$ cat src/rtl/fifo_wr_arbiter.sv
// Round-robin arbiter that lets one requester at a time stream a whole
// packet into a shared downstream FIFO. Ownership is taken in IDLE, held in
// LOCKED until the owner's last word (or a packet longer than MAX_BEATS),
// then the round-robin pointer moves past the finished owner.
//
// Handshake: a word moves from requester r on a rising edge where
// i_valid[r] and o_ready[r] are both high. o_ready never depends on
// i_valid. Only the owner can see ready, and only while the FIFO is not full
// and reset is low. The accepted word appears on o_fifo_data with
// o_fifo_write_en in that same cycle.
module fifo_wr_arbiter #(
  parameter int NUM_REQ    = 4,
  parameter int DATA_WIDTH = 32,
  parameter int MAX_BEATS  = 16,
  localparam int GID_W     = $clog2(NUM_REQ),
  localparam int CNT_W     = $clog2(MAX_BEATS + 1)
) (
  input  logic                          i_clk,
  input  logic                          i_rst,
  input  logic [NUM_REQ-1:0]            i_valid,
  input  logic [NUM_REQ-1:0]            i_last,
  input  logic [NUM_REQ*DATA_WIDTH-1:0] i_data,
  output logic [NUM_REQ-1:0]            o_ready,
  output logic                          o_fifo_write_en,
  output logic [DATA_WIDTH-1:0]         o_fifo_data,
  input  logic                          i_fifo_full,
  output logic [GID_W-1:0]              o_grant_id,
  output logic                          o_busy,
  output logic                          o_overflow,
  output logic                          o_dbg_state,
  output logic [GID_W-1:0]              o_dbg_rr_ptr
);

  typedef enum logic {
    S_IDLE   = 1'b0,
    S_LOCKED = 1'b1
  } state_t;

  state_t            state_q, state_d;
  logic [GID_W-1:0]  rr_ptr_q, rr_ptr_d;
  logic [GID_W-1:0]  grant_q, grant_d;
  logic [CNT_W-1:0]  beat_q, beat_d;
  logic              overflow_q, overflow_d;

  logic              found;
  logic [GID_W-1:0]  pick;
  logic [GID_W-1:0]  next_ptr;
  logic              locked;
  logic              xfer;
  logic              owner_last;
  logic              force_release;

  // Pick the first valid requester at or after rr_ptr, wrapping upward.
  always_comb begin
    int idx;
    found = 1'b0;
    pick  = '0;
    idx   = 0;
    for (int k = 0; k < NUM_REQ; k++) begin
      idx = int'(rr_ptr_q) + k;
      if (idx >= NUM_REQ) idx = idx - NUM_REQ;
      if (!found && i_valid[idx]) begin
        found = 1'b1;
        pick  = GID_W'(idx);
      end
    end
  end

  // Owner datapath: ready/write strobe gating and zero-latency data passthrough.
  always_comb begin
    locked          = (state_q == S_LOCKED);
    owner_last      = i_last[grant_q];
    o_ready         = '0;
    if (locked && !i_fifo_full && !i_rst) o_ready[grant_q] = 1'b1;
    xfer            = locked && !i_fifo_full && !i_rst && i_valid[grant_q];
    o_fifo_write_en = xfer;
    o_fifo_data     = i_data[int'(grant_q)*DATA_WIDTH +: DATA_WIDTH];
    force_release   = xfer && !owner_last && (beat_q == CNT_W'(MAX_BEATS - 1));
    next_ptr        = (grant_q == GID_W'(NUM_REQ - 1)) ? '0 : grant_q + 1'b1;
  end

  // Next-state: grant in IDLE, count beats and release on last/overflow in LOCKED.
  always_comb begin
    state_d    = state_q;
    rr_ptr_d   = rr_ptr_q;
    grant_d    = grant_q;
    beat_d     = beat_q;
    overflow_d = overflow_q;
    case (state_q)
      S_IDLE: begin
        if (found) begin
          state_d = S_LOCKED;
          grant_d = pick;
          beat_d  = '0;
        end
      end
      S_LOCKED: begin
        if (xfer) begin
          beat_d = beat_q + 1'b1;
          if (owner_last || force_release) begin
            state_d  = S_IDLE;
            rr_ptr_d = next_ptr;
          end
          if (force_release) overflow_d = 1'b1;
        end
      end
      default: state_d = S_IDLE;
    endcase
  end

  // State register; synchronous reset wins over any packet in flight.
  always_ff @(posedge i_clk) begin
    if (i_rst) begin
      state_q    <= S_IDLE;
      rr_ptr_q   <= '0;
      grant_q    <= '0;
      beat_q     <= '0;
      overflow_q <= 1'b0;
    end else begin
      state_q    <= state_d;
      rr_ptr_q   <= rr_ptr_d;
      grant_q    <= grant_d;
      beat_q     <= beat_d;
      overflow_q <= overflow_d;
    end
  end

  assign o_grant_id   = grant_q;
  assign o_busy       = (state_q == S_LOCKED);
  assign o_overflow   = overflow_q;
  assign o_dbg_state  = state_q;
  assign o_dbg_rr_ptr = rr_ptr_q;

endmodule

$ cat config.mk
export PLATFORM = sky130hd
export DESIGN_NAME = fifo_wr_arbiter
export DESIGN_NICKNAME = d
export VERILOG_FILES = /design/src/rtl/fifo_wr_arbiter.sv
export SDC_FILE = /design/constraint.sdc
export NUM_CORES = 1
export LEC_CHECK = 0
export CAP_MARGIN = 20
export CORE_UTILIZATION = 28
export DETAILED_ROUTE_END_ITERATION = 6
export GPL_TIMING_DRIVEN = 0
export PLACE_DENSITY = 0.83
export SETUP_SLACK_MARGIN = 0.2
export SLEW_MARGIN = 20
export SYNTH_ARGS = -nofsm -noshare
export SYNTH_HDL_FRONTEND = slang
export SYNTH_SLANG_ARGS = --single-unit
$ cat constraint.sdc
create_clock -name i_clk -period 2.6 [get_ports i_clk]
set_input_delay 0.26 -clock i_clk [delete_from_list [all_inputs] [get_ports i_clk]]
set_output_delay 0.26 -clock i_clk [all_outputs]
set_load 0.05 [all_outputs]
==> metrics.cfg <==
[status]
status = finished clean

[yosys]
synth_cell_types = 37
synth.most_common_cell = mux4_2
synth_common_cells = mux4_2 (33), dfxtp_1 (11), a21oi_1 (8)
synthCells = 114
synthesis.nets = 259
synth_area_leaders = mux4_2 (51%), dfxtp_1 (15%), ha_1 (5.1%)
synth-edff-count = 0
synth_top_cell_by_area = mux4_2
async_flop_share_pct = 0
ys_seq_area_share_pct = 15.1
yosys_warnings = 0
syn_avg_cell_area_sq_um = 12.8
ys_ff_latch = 11
ys_dominant_reg_cell = dfxtp_1
synth_area_sq_mm = 0.00146
synth.top_cell.area_share_pct = 50.9

[placed_design]
port_buffers = 182
placed_area_sq_mm = 0.00337
pre_cts_slack_ns = 0.0638
dpl.hpwl_mm = 6.75
routabilityCongestion = 0.807

[worst_setup_path]
rr_worst_depth = 5
rr_startpoint = o_grant_id[0]
cp-start-kind = flip-flop
end_kind = output pin
reg2reg_slack_ns = 0.83
cp_max_fo = 10
required_ns = 2.34
cp.arrival_ns = 2.07
worstSetupPathType = reg2out
r2r_end = o_dbg_rr_ptr[1]

[sta]
fin_crit_sh_pct = 89.4
hold_viol = 0
fin_ws_ns = 0.275
tns_ns = 0
fin_skew_ns = 0.00254
max_freq_mhz = 430
worstMarginPinSlew_ns = 0.744
drv_slew = 0
rsz0062_at_grt = true
setup_viol = 0
maxSlewHeadroom_pct = 49.9
layout_min_cycle_time_ns = 2.33

[route]
drt_wl_total_mm = 7.86
drt-wirelength-per-cell_microns = 21.4
drt_iter0_markers = 75
avgViaCountPerCell = 5.12
vias = 1879
drcViolationCount = 0
antenna_left = 0
dr.pass1.iters = 4

[clock_tree]
clock_path_buffers = 2
cts_max_level = 1
clkLatencyLatePin_ns = 0.24
cts_root_buffer = clkbuf_8
cts_sinks = 11
clk_pin_slew_ns = 0.05
cts_tree = built
numCtsBuffers = 3
postCtsSetupBuffers = 0

[grt]
overflow = 0
grt_use_total_pct = 26.8
grt_max_degree = 11
grt_pass1_vias = 1851
grt_pass1_wl_mm = 10.4
antenna_found_initial = 0

[floorplanning]
start_util_pct = 29.9
row_count = 25
die_area_sq_mm = 0.00551
core_sq_mm = 0.00488
die_x_microns = 74.2
die_h_microns = 74.2
io_pins = 183

[pwr]
finalPower_mw = 1.04
peakVddDrop_mv = 0.379
p_leak_nw = 1.28
power_per_cell_area_mw_per_mm2 = 314

[job]
cap_viol_max_count = 0

[final_layout]
design_area_sq_mm = 0.00331
fill_cells = 394
drive_gt1_share_pct = 25.0
layout.nets = 446
final_core_util_pct = 67.8
diodes = 0
areaGrowthSynthToFinish_pct = 126

[min_path]
hold_path_class = reg2reg
hold_depth = 1
min_from = beat_q[4]
whs_endpoint = beat_q[4]

through the flow:
step	std cells	hold slack, ns
finish	367	0.465
global route	367	0.491
CTS	367	0.474
detailed placement	363	0.462
global placement	363	0.450
floorplan	114	0.432
report_power, final:
group	leakage [nW]	switching [mW]	internal [mW]	total (mW)
clock network	0.0228	0.0604	0.107	0.168
logic	1.17	0.355	0.336	0.690
registers	0.0893	0.00725	0.174	0.181
kinds of logic after synthesis:
group | Yosys count | synth area share, %
AND/OR/NAND/NOR | 23 | 10.3
AO/OA/AOI/OAI | 22 | 10.2
adder cells (fa/ha/maj) | 6 | 5.14
flip-flops | 11 | 15.1
multiplexers | 36 | 54.1
buffers and inverters | 16 | 5.23
cell type report:
cell class | instances | area, sq um | share of cell area [%]
well taps | 67 | 83.8 | 2.53
clock buffers | 4 | 45.0 | 1.36
inverters | 6 | 22.5 | 0.681
multi-input cells | 87 | 1160 | 35.2
repair buffers | 182 | 1710 | 51.6
plain buffers | 10 | 65.1 | 1.97
flip-flops and latches | 11 | 220 | 6.66
cells in the final DEF (no fill, tap or decap), types with 4 or more instances in the layout:
cell	n
a21oi_1	8
and2_1	5
clkbuf_2	24
clkdlybuf4s50_1	145
dfxtp_1	11
dlygate4sd2_1	9
dlymetal6s2s_1	4
ha_1	6
inv_1	5
mux4_2	33
nor2_1	4
how the worst max path moves through the flow:
stage	start	endpoint	slack, ns	cells after the start
2_1_floorplan	o_grant_id[0]	o_fifo_data[0]	0.45	3
3_3_place_gp	o_grant_id[0]	o_fifo_data[2]	0.06	4
3_5_place_dp	o_grant_id[0]	o_fifo_data[1]	0.06	4
4_1_cts	o_grant_id[0]	o_fifo_data[1]	0.09	4
5_1_grt	o_grant_id[0]	o_fifo_data[0]	0.16	4
6_report	o_grant_id[0]	o_fifo_data[0]	0.27	4
critical path: stages (launching register included):
cell and delay [ns]:
dfxtp_1 0.40, buf_6 0.19, clkbuf_4 0.28, mux4_2 0.52
dlygate4sd2_1 0.43
flip-flops by register name, indices dropped and copies added, names as in the netlist:
signal / flops
o_overflow: 1
o_grant_id: 2
o_dbg_rr_ptr: 2
beat_q: 5
o_busy: 1
routing by layer:
layer,global-route usage [%],routed length [microns]
met4,2.94,42
met3,10.6,1030
met2,43.2,3670
met5,0,0
met1,35.3,3110
timing repair:
action / 4_1_cts / 5_1_grt
hold buffers: 0 / 0
endpoints found under the hold margin: 0 / 0
pin swaps: 0 / 0
setup endpoints to repair: 33 / 31
gates resized for setup: 38 / 53
(Power assumes the default switching activity.)
